==> src/rtl/riscv_fetch_pkg.sv <==
// Shared types and constants for the instruction-fetch stage.
package riscv_fetch_pkg;

    localparam int XLEN        = 32;
    localparam int INSTR_WIDTH = 32;

    localparam logic [XLEN-1:0] PC_INCR          = 32'd4;
    localparam logic [XLEN-1:0] DEFAULT_RESET_PC = 32'h0000_0000;

    // One fetch-buffer entry: the instruction together with the PC it came from.
    typedef struct packed {
        logic [XLEN-1:0]        pc;
        logic [INSTR_WIDTH-1:0] instr;
    } fetch_entry_t;

    // Clears the byte-offset bits so every PC stays word-aligned.
    function automatic logic [XLEN-1:0] word_align(input logic [XLEN-1:0] addr);
        return addr & ~XLEN'(32'd3);
    endfunction

endpackage

==> src/rtl/riscv_fetch_buffer.sv <==
// In-order fetch buffer: DEPTH entries of {pc, instr}, synchronous push/pop,
// single-cycle flush, head outputs forced to zero while empty.
// The caller never pushes into a full buffer without popping, and never
// pops an empty one.
module riscv_fetch_buffer
    import riscv_fetch_pkg::*;
#(
    parameter int DEPTH = 2
) (
    input  logic                   clk,
    input  logic                   rst_ni,
    input  logic                   push_i,
    input  fetch_entry_t           push_data_i,
    input  logic                   pop_i,
    input  logic                   flush_i,
    output logic [$clog2(DEPTH):0] count_o,
    output logic                   head_valid_o,
    output fetch_entry_t           head_o
);

    localparam int PTR_W = $clog2(DEPTH);
    localparam int CNT_W = PTR_W + 1;

    logic [PTR_W-1:0] wr_ptr_q, wr_ptr_d;
    logic [PTR_W-1:0] rd_ptr_q, rd_ptr_d;
    logic [CNT_W-1:0] count_q, count_d;
    fetch_entry_t     mem_q [DEPTH];

    // Pointer and occupancy next-state; flush overrides push and pop.
    always_comb begin
        // NOTE: every output gets a default first, so no path can infer a latch.
        wr_ptr_d = wr_ptr_q;
        rd_ptr_d = rd_ptr_q;
        count_d  = count_q;
        if (flush_i) begin
            wr_ptr_d = '0;
            rd_ptr_d = '0;
            count_d  = '0;
        end else begin
            // Power-of-two depth: pointers wrap naturally on overflow.
            if (push_i) wr_ptr_d = wr_ptr_q + 1'b1;
            if (pop_i)  rd_ptr_d = rd_ptr_q + 1'b1;
            if (push_i && !pop_i)      count_d = count_q + 1'b1;
            else if (!push_i && pop_i) count_d = count_q - 1'b1;
        end
    end

    // Control registers with synchronous active-low reset.
    always_ff @(posedge clk) begin
        // NOTE: non-blocking assignments for all clocked state, so every register samples pre-edge values.
        if (!rst_ni) begin
            wr_ptr_q <= '0;
            rd_ptr_q <= '0;
            count_q  <= '0;
        end else begin
            wr_ptr_q <= wr_ptr_d;
            rd_ptr_q <= rd_ptr_d;
            count_q  <= count_d;
        end
    end

    // Entry storage write port.
    always_ff @(posedge clk) begin
        // NOTE: the storage array has no reset; the count gates the head, so stale entries are never visible.
        if (push_i && !flush_i) mem_q[wr_ptr_q] <= push_data_i;
    end

    assign count_o      = count_q;
    assign head_valid_o = (count_q != '0);
    assign head_o       = head_valid_o ? mem_q[rd_ptr_q] : '0;

endmodule

==> src/rtl/riscv_fetch_unit.sv <==
// Instruction-fetch stage: owns the PC, drives instruction memory, buffers
// fetched {pc, instr} pairs and hands them to decode over valid/ready.
// Priority: reset > redirect > halt > normal fetch.
module riscv_fetch_unit
    import riscv_fetch_pkg::*;
#(
    parameter logic [XLEN-1:0] RESET_PC  = DEFAULT_RESET_PC,
    parameter int              BUF_DEPTH = 2
) (
    input  logic                   clk,
    input  logic                   reset,
    output logic [XLEN-1:0]        imem_addr,
    input  logic [INSTR_WIDTH-1:0] imem_dout,
    input  logic                   redirect_valid,
    input  logic [XLEN-1:0]        redirect_pc,
    input  logic                   halt,
    output logic                   out_valid,
    input  logic                   out_ready,
    output logic [INSTR_WIDTH-1:0] out_instr,
    output logic [XLEN-1:0]        out_pc,
    output logic                   halted
);

    localparam int               CNT_W         = $clog2(BUF_DEPTH) + 1;
    localparam logic [CNT_W-1:0] BUF_DEPTH_CNT = CNT_W'(BUF_DEPTH);

    logic [XLEN-1:0]  pc_q, pc_d;
    logic             halted_q, halted_d;
    logic             pop, push;
    logic [CNT_W-1:0] buf_count;
    fetch_entry_t     wr_entry, head;

    // A pop is a completed handshake even in a redirect cycle; a push needs
    // fetch enabled and room, where a simultaneous pop frees a full slot.
    assign pop      = out_valid & out_ready;
    assign push     = !halted_q & !halt & !redirect_valid &
                      ((buf_count < BUF_DEPTH_CNT) | pop);
    assign wr_entry = '{pc: pc_q, instr: imem_dout};

    // PC and halt-flag next state: redirect wins over sequential fetch.
    always_comb begin
        pc_d     = pc_q;
        halted_d = halted_q | halt;
        if (redirect_valid) pc_d = word_align(redirect_pc);
        else if (push)      pc_d = pc_q + PC_INCR;
    end

    // PC and sticky halt registers with synchronous active-low reset.
    always_ff @(posedge clk) begin
        if (!reset) begin
            pc_q     <= RESET_PC;
            halted_q <= 1'b0;
        end else begin
            pc_q     <= pc_d;
            halted_q <= halted_d;
        end
    end

    riscv_fetch_buffer #(
        .DEPTH (BUF_DEPTH)
    ) u_buffer (
        .clk          (clk),
        .rst_ni       (reset),
        .push_i       (push),
        .push_data_i  (wr_entry),
        .pop_i        (pop),
        .flush_i      (redirect_valid),
        .count_o      (buf_count),
        .head_valid_o (out_valid),
        .head_o       (head)
    );

    assign imem_addr = pc_q;
    assign out_instr = head.instr;
    assign out_pc    = head.pc;
    assign halted    = halted_q;

endmodule
==> config.mk <==
export PLATFORM = sky130hd
export DESIGN_NAME = riscv_fetch_unit
export DESIGN_NICKNAME = d
export VERILOG_FILES = /design/src/rtl/riscv_fetch_pkg.sv /design/src/rtl/riscv_fetch_buffer.sv /design/src/rtl/riscv_fetch_unit.sv
export SDC_FILE = /design/constraint.sdc
export NUM_CORES = 1
export LEC_CHECK = 0
export BUFFER_PORTS_ARGS = -buffer_cell sky130_fd_sc_hd__buf_2
export CAP_MARGIN = 10
export CORE_ASPECT_RATIO = 0.7
export CORE_MARGIN = 2
export CORE_UTILIZATION = 42
export CTS_CLUSTER_SIZE = 25
export DETAILED_ROUTE_END_ITERATION = 7
export PLACE_DENSITY = 0.64
export SLEW_MARGIN = 10
export SYNTH_ARGS = -nofsm -noshare
export SYNTH_HDL_FRONTEND = slang
export SYNTH_SLANG_ARGS = --single-unit
==> constraint.sdc <==
create_clock -name clk -period 6 [get_ports clk]
set_input_delay 0.9 -clock clk [delete_from_list [all_inputs] [get_ports clk]]
set_output_delay 0.9 -clock clk [all_outputs]
set_load 0.005 [all_outputs]
== Word level (Yosys, flattened, before mapping) ==
Memory sizes are Yosys's and may differ from the RTL's. A register that Yosys moved wholly into a read port is not among the register bits.
Cells that the tools add are included.
Storage, ports and cells
  bits in registers: 37
  memory bits (writable): 128
  input port bits: 69
  output and inout bits: 98
  memories kept: 1
Operators by class
  $add $sub $neg: 5
  magnitude comparators: 1
  multiplexer cells: 9
  bitwise gates (word level): 7
  reduce and logical (&&, ||, !) cells: 12
Memory list
  u_buffer.mem_q: words 2, bits a word 64, rd ports 1, clocked after Yosys merged registers in 1, wr ports 1, line riscv_fetch_buffer.sv:27  | fetch_entry_t mem_q [DEPTH];
Operator list (count)
  $mux 32: 2
  $mux 64: 1
  $add 32x3->32 const B: 1
  $reduce_bool 2->1: 3
  $logic_not 1->1: 5
  $and 1x1->1: 4
  $mux 1: 4
  $mux 2: 2
  $logic_and 1x1->1: 3
  $add 1x1->1 const B: 2
  $add 2x1->2 const B: 1
  $lt 2x2->1 const B: 1
  $or 1x1->1: 2
  $reduce_or 2->1: 1
  $sub 2x1->2 const B: 1
  $not 1->1: 1

== Longest topological paths before layout ==
Gate-level depths: netlist of run 1.
  word-level depth: 8
  depth in mapped cells: 8
  depth with buffers taken out: 7

== Hierarchy ==
Synthesis of run 1 repeated with hierarchy kept, for this count alone.
Unflattened totals
  cell total of the unflattened synthesis: 508
  area total of the unflattened synthesis: 6772.7 um2
Modules (own cells, without submodules)
  riscv_fetch_buffer: instances 1, cells each 294, area each 5044.8 um2, sequential area each 3943.8 um2
  riscv_fetch_unit: instances 1, cells each 214, area each 1727.9 um2, sequential area each 620.6 um2

== Worst setup path before layout of run 1 ==
Ideal clock, no wire load.
  kind: input to register
  from: in halt
  to: mem u_buffer.mem_q[0][0] (netlist bit), enable pin
  setup time: 0.558 ns
  arrival time: 5.660 ns
  data required time: 5.442 ns
  path slack: -0.218 ns
  stages on the path: 3
  path buffers: 0
  cell sequence: nor2_1 > nand2_1 > nor3_1
Between the ends
  word-level cells in the longest chain between the ends: 7
Ends and longest elaborated chain
  start: declaration: line riscv_fetch_unit.sv:16  | input logic halt,
  $logic_not 1->1: line riscv_fetch_unit.sv:36  | assign push = !halted_q & !halt & !redirect_valid &
  $and 1x1->1 (3 in series): line riscv_fetch_unit.sv:36
  $logic_and 1x1->1: line riscv_fetch_buffer.sv:65  | if (push_i && !flush_i) mem_q[wr_ptr_q] <= push_data_i;
  $mux 1: line riscv_fetch_buffer.sv:65
  $mux 1 (implied by the code): line riscv_fetch_buffer.sv:65
  end: declaration: line riscv_fetch_buffer.sv:27
Every way passes these cells.

== Worst setup path after layout of run 1 ==
  from: in halt
  to: mem u_buffer.mem_q[1][17] (netlist bit), enable pin
Between the ends
  word-level cells in the longest chain between the ends: 7
Ends and longest elaborated chain
  $logic_not 1->1: line riscv_fetch_unit.sv:36
  $and 1x1->1 (3 in series): line riscv_fetch_unit.sv:36
  net push: line riscv_fetch_unit.sv:29  | logic pop, push;
  $logic_and 1x1->1: line riscv_fetch_buffer.sv:65
  $mux 1: line riscv_fetch_buffer.sv:65
  $mux 1 (implied by the code): line riscv_fetch_buffer.sv:65
The timed path passes the listed nets, and every way through them passes these cells.

==> results.md, run 1 <==
- Clk sinks: 160
- Switching part of the total: 23.00%
- Busiest grt layer: met2
- Max_slew headroom: 25.41%
- Multi-input logic area: around 2100 µm²
- CTS Root Cell: clkbuf_16
- Clk buf depth: 2
- Ports: 167
- Reg-to-Reg Start: halted$_SDFF_PN0_
- Setup Viol. Count Final: 0
- R2r endpoint: u_buffer.mem_q[1][17]$_DFFE_PP_
- Cells after Synth: 515
- Crit-path max FO: 40
- Vias: roughly 4500
- Met2 usage: between 20 and 30%
- Critical path launch point: halt
- Initial antenna violation count: 0
- Final Max Tran Viols: 0
- Synth Area in XOR/XNOR: 3.786%
- Register area: 4448 µm²
- Final hold vios: 0
- Worst setup path end: u_buffer.mem_q[1][17]$_DFFE_PP_
- Synth Area in Simple Gates: 13.32%
- Static leakage: 3.119 nW
- Post-DP HPWL: 10.02 mm
- Synth Area per Inst: approximately 13 µm²
- Area Overhead vs Synth: 23.27%
- Final Net Count: ~740
- Largest family of logic cells by synthesized area: simple AND/OR/NAND/NOR gates
- Initial Utilization: 43.15%
- Post-synth cell types: 43
- Core ar.: 15550 µm²
- P_int: 1.928 mW
- CTS tree: done
- Clock Skew: 0.009378 ns
- FP Rows: 38
- Yosys warnings: 0
- Met1 Use GR: 24.50%
- CP Data Required Time: just over 6 ns
- Die ar.: about 17000 µm²
- Antenna Violating Nets Remaining: 0
- Post-Synth Adder-Cell Area: 0.3730%
- Fmax: around 310 MHz
- Worst skew pair latency: between 0.4 and 0.5 ns
- Buffers added on ports: 160
- R2R depth: 5
- Sum Neg Setup Slack: 0 ns
- Hold_buf cts: 0
- Number of gates resized after cts: 0
- Mapped Area: ~6700 µm²
- Vias in the first global route: between 4000 and 5000
- Most frequent cells in the layout: 160 x buf_2, 124 x edfxtp_1, 71 x nor2_1, 62 x mux2i_1, 35 x dfxtp_1
- Unrepaired setup endpoints after global routing: false
- CP Launch Type: input pin
- Combinational share of power: under 10%
- Actual slew at the worst max-slew pin: 1.119 ns
- # fillers: roughly 1300
- Clock power frac: 42.2%
- WL/cell: roughly 17 µm
- Most common cell after layout, fill and taps aside: buf_2
- NetSw: 0.5758 mW
- R2R Setup Slk: 3.08 ns
- Synth Area in Compound Gates: under 10%
- Worst IR Drop VDD: 0.1908 mV
- EDFF count, synth: 124
- Run status: finished clean
- Multiplexer area fraction after synthesis: 9.250%
- Overall routed net length: 14.86 mm
- Sequential share of the synthesized area: 66.24%
- M3 GR Usage: under 10%
- Fin util: 53.19%
- Fin cells: 883
- DRC: 0
- Worst hold path type: flop to flop
- GPL Wtd Cong: between 0.7 and 0.8
- H-tree Lvls: 4
- Max-cap violations: 0
- Crit end category: flop
- Worst-case hold slack: 0.4986 ns
- Fin crit period: 3.184 ns
- Most common flop cell mapped by yosys: edfxtp_1
- Die span in y: 109.7 µm
- Pin count of the biggest net entering global routing: 63
- Async SR Flop Fraction: 0%
- Clock Pin Slew Worst Setup and Hold Paths: 0.06 ns
- Width of the die: approximately 160 µm
- Critical path type: input pin to flop
- Ant. Diodes: 0
- Total GRT Usage: between 10% and 20%
- Via-to-Cell Ratio: 5.111
- Share of cells above drive strength 1: a little under a third
- Share of power burned in registers: 51.0%
- First-pass GRT wire length: 23.27 mm
- Initial drt markers: 271
- Critical Path AT: around 3.3 ns
- Power consumption: 2.503 mW
- GRT overflow: 0
- Total CTS buffers: 17
- Final Cycle Share: 53.06%
- Post CTS Setup Buffer Count: 0
- Placed Cells: about 850
- Pwr Density: between 300 and 400 nW/µm²
- Seq cells post-synth: 160
- Pre-antenna DRT Iters: 4
power groups by stage:
| stage | sequential (mW) | clock [mW] | combinational (mW) |
|---|---|---|---|
| final | 1.28 | 1.06 | 0.170 |
| after global routing | 1.28 | 1.13 | 0.191 |
| after CTS | 1.28 | 1.08 | 0.172 |
| after detailed placement | 1.30 | 0 | 0.171 |
| after global placement | 1.30 | 0 | 0.168 |
| after floorplan | 1.29 | 0 | 0.0930 |
worst max-delay path, stage by stage:
cell,delay [ns]
buf_2,0.10
nor2_1,0.39
nand2_1,0.33
nor2_1,0.20
and2_2,0.87
buf_4,0.45
metal layers:
layer,routed length [µm],up-vias
li1,-,2187
met1,7124,2165
met2,6664,150
met3,970,11
met4,103,0
met5,0,-
logic make-up after synthesis:
group | after synthesis
fa+ha+maj | 2
flops | 160
other cells | 1
xor+xnor | 29
buf+inv | 33
compound gates | 60
mux | 62
simple gates | 168
layout make-up:
cell class	instances	share of cell area (%)
Sequential cell	160	53.78
Multi-Input combinational cell	325	25.99
Timing Repair Buffer	164	10.05
Tap cell	200	3.026
Inverter	3	0.1362
Clock buffer	17	5.144
Clock inverter	14	1.876
Yosys cell counts, drive strengths merged (3+ instances only):
master,instances,share of area (%)
or3,3,0.28
o21ai,34,2.5
xor2,21,2.7
nor4,5,0.97
edfxtp,124,56
and2,9,0.86
dfxtp,36,11
nand4,15,1.7
or2,3,0.32
nand3,11,0.82
buf,11,0.95
clkbuf,19,1.1
and3,6,0.56
mux2i,62,9.3
nand2,24,1.3
inv,3,0.17
xnor2,8,1.0
nor3,9,1.0
a21oi,19,1.4
and4,4,0.52
nor2,72,4.0
sequential cells by signal, summed over array words and instances (netlist names), named ones only:
signal and count:
halted 1, imem_addr 30, u_buffer.count_o 2, u_buffer.mem_q 124, u_buffer.rd_ptr_q 1, u_buffer.wr_ptr_q 1
worst min path at each step:
stage / endpoint / slack, ns / depth (start not counted) / start
finish: flop / 0.50 / 2 / u_buffer.rd_ptr_q$_SDFFE_PP0P_
global route: u_buffer.rd_ptr_q$_SDFFE_PP0P_ / 0.55 / 2 / u_buffer.rd_ptr_q$_SDFFE_PP0P_
CTS: flop / 0.51 / 2 / u_buffer.rd_ptr_q$_SDFFE_PP0P_
detailed placement: flop / 0.49 / 2 / u_buffer.rd_ptr_q$_SDFFE_PP0P_
global placement: u_buffer.rd_ptr_q$_SDFFE_PP0P_ / 0.49 / 2 / u_buffer.rd_ptr_q$_SDFFE_PP0P_
floorplan: flop / 0.47 / 2 / u_buffer.rd_ptr_q$_SDFFE_PP0P_
metrics by stage:
stage | instance area [µm²] | setup WS (ns)
floorplan | 6725 | 1.686
global placement | 7690 | 2.448
CTS | 8270 | 2.757
detailed placement | 7690 | 2.332
global route | 8270 | 2.613
finish | 8270 | 2.816
(Power assumes the default switching activity.)
==> run 2, diff against run 1 <==
ABC_AREA = 1   (was default)
PLACE_DENSITY = 0.63   (was 0.64)
clock period = 2.9 ns   (was 6 ns; I/O delays follow)
==> run 2 against run 1 <==
  * Final area is 6.7% higher
  * Global-route usage is 1.4 points higher
  * Clock-buffer cell count stayed put
  * Non-clock buffer count is 7 higher
  * First-iteration DRC count is 29% higher
  * Sequential share of layout area is 3.4 points lower
  * Critical path type is now flop to output pin
  * Largest cell class unchanged
==> results.md, run 2 <==
- Clock power frac: 42.2%
- CP Data Required Time: 2.47 ns
- Async SR Flop Fraction: 0%
- Yosys top cell by area: edfxtp_1
- CTS tree: done
- Pre-antenna DRT Iters: 4
- Post-synth top area share: 52.00%
- Total GRT Usage: 19.23%
- Core ar.: 16490 µm²
- Family with the most delay on the worst path: buffers and inverters
- Clk sinks: 160
- FP Rows: 39
- Buffers added on ports: 160
- Fmax: 441.3 MHz
- GPL Wtd Cong: between 0.8 and 0.9
- Most common cell after layout, fill and taps aside: nand2_1
- Register bank with the most flops: u_buffer.mem_q
- Overall routed net length: 17.05 mm
- Post-synth cell types: 36
- Switching part of the total: between 20% and 30%
- Via-to-Cell Ratio: 4.777
- Width of the die: 160.1 µm
- Post-DP HPWL: around 11 mm
- Hold_buf cts: 0
- Unrepaired setup endpoints after global routing: false
- CP max stage delay: roughly 0.57 ns
- Power consumption: 5.225 mW
- Synth cell count leaders: 240 x nand2_1, 124 x edfxtp_1, 82 x a21oi_1, 51 x inv_1, 36 x dfxtp_1
- CP cell instances: buf_4 > nand2_1 > a21oi_1 > buf_2
- Most frequent cells in the layout: 240 x nand2_1, 160 x buf_2, 124 x edfxtp_1, 82 x a21oi_1, 51 x inv_1
- Vias in the first global route: 5085
- Most common flop cell mapped by yosys: edfxtp_1
- Seq cells post-synth: 160
- Number of gates resized after cts: 0
- CP bufs+invs: 2
- Post CTS Setup Buffer Count: 0
- Vias: approximately 5400
- H-tree Lvls: 4
- Fin cells: ~1100
- DRC: 0
- First-pass GRT wire length: 26.87 mm
- Final hold vios: 0
- Area Overhead vs Synth: 23.27%
- Setup Viol. Count Final: 0
- Clock Skew: around 0.013 ns
- Mapped Area: 7161 µm²
- Antenna Violating Nets Remaining: 0
- Run status: finished clean
- Critical path type: flop to output pin
- Ports: 167
- Max reg flops: 124
- Final Net Count: 961
- CTS Root Cell: clkbuf_16
- Initial Utilization: 43.42%
- Total CTS buffers: 17
- Max_slew headroom: 53.35%
- R2R Setup Slk: 1.18 ns
- Cells after Synth: 729
- Initial antenna violation count: 0
- GRT overflow: 0
- Critical Path AT: 1.83 ns
- WL/cell: 15.11 µm
- Die ar.: 18130 µm²
- Actual slew at the worst max-slew pin: 0.6998 ns
- Placed Area: 8243 µm²
- Pin count of the biggest net entering global routing: 63
- Placed Cells: 1096
- Min-delay src: imem_dout[6]
- Worst hold path type: input pin to flop
- Dominant cells by area after synthesis: edfxtp_1 52%, nand2_1 13%, dfxtp_1 10%, a21oi_1 5.7%, inv_1 2.7%
- Share of cells above drive strength 1: 28.49%
- Initial drt markers: 350
- Fin crit period: 2.266 ns
- NetSw: 1.238 mW
- P_int: 3.987 mW
- Max-cap violations: 0
- Slowest cell on crit path: buf_4
- Clock Pin Slew Worst Setup and Hold Paths: 0.07 ns
- Yosys warnings: 0
- Clk buf depth: 2
- Static leakage: 3.656 nW
- Pwr Density: 591.9 nW/µm²
- Sum Neg Setup Slack: 0 ns
- Worst IR Drop VDD: 0.4097 mV
- Sequential share of the synthesized area: between 60% and 70%
- Reg-to-Reg Start: imem_addr[2]$_SDFFE_PN0P_
- Die span in y: between 100 and 150 µm
- Synth Area per Inst: 9.823 µm²
- Final Max Tran Viols: 0
- Fin area: between 8000 and 9000 µm²
- Share of power burned in registers: 50.2%
- CP Launch Type: flop
- Final Cycle Share: 78.13%
- EDFF count, synth: around 120
- Combinational share of power: 7.6%
- Worst skew pair latency: 0.42 ns
- Crit end category: output pin
- Top-count cell post-synth: nand2_1
- Crit-path max FO: slightly above 60
-- run 2: cell count changes in the layout (fill, tap and decap cells not counted), sizes merged, moves of 7 or more --
cell / before / now
xor2: 21 / 2
nor2: 72 / 49
mux2i: 62 / 0
o21ai: 34 / 25
nor3: 9 / 1
nand3: 11 / 35
inv: 9 / 61
a21oi: 19 / 89
buf: 164 / 171
nand4: 15 / 0
nand2: 24 / 253
-- run 2: kinds of logic (layout without fill, tap and decap cells) --
logic type      count (synthesis)  count (layout)  share of synthesized area [%]
compound gates                125             125                          9.523
other cells                     1               5                        0.05237
buf+inv                        89             259                          5.154
flops                         160             160                          62.07
simple gates                  346             346                          22.12
xor+xnor                        6               6                         0.7339
fa+ha+maj                       2               2                         0.3494
-- run 2: layer usage --
layer | up-vias | track usage, % | routed length [µm]
met5 | - | 0 | 0
met4 | 0 | 4.444 | 109
met3 | 11 | 4.912 | 1234
met2 | 176 | 29.55 | 7341
met1 | 2454 | 27.59 | 8361
li1 | 2748 | - | -
-- run 2: per-stage QoR --
stage / utilization [%] / hold slack (ns) / worst slack (ns)
after floorplan: - / 0.4255 / -0.1440
after global placement: 49.98 / 0.4391 / 1.037
after detailed placement: 49.98 / 0.4367 / 1.025
after CTS: 53.50 / 0.1874 / 0.6000
after global routing: 53.50 / 0.1783 / 0.4711
final: 53.52 / 0.2046 / 0.6342
-- run 2: power by group through the flow --
stage | Sequential [mW] | Clock, mW | Combinational [mW]
2_1_floorplan | 2.65 | 0 | 0.217
3_3_place_gp | 2.67 | 0 | 0.395
3_5_place_dp | 2.67 | 0 | 0.400
4_1_cts | 2.62 | 2.24 | 0.402
5_1_grt | 2.63 | 2.34 | 0.445
6_report | 2.62 | 2.20 | 0.397
-- run 2: path summary, 6_finish.rpt --
check / to / cells after the start
setup / recovery: out_pc[16] / 4
hold / removal: u_buffer.mem_q[0][6]$_DFFE_PP_ / 1
setup reg to reg: imem_addr[24]$_SDFFE_PN0P_ / 9
hold reg to reg: flop / 1
-- run 2: layout make-up --
| cell class | instances | area, µm² |
|---|---|---|
| diodes | 1 | 2.502 |
| well taps | 225 | 281.5 |
| multi-input cells | 483 | 2381 |
| clock inverters | 14 | 156.4 |
| inverters | 57 | 214.0 |
| fillers | 1560 | 7666 |
| flip-flops and latches | 160 | 4446 |
| repair buffers | 171 | 920.9 |
| clock buffers | 17 | 425.4 |
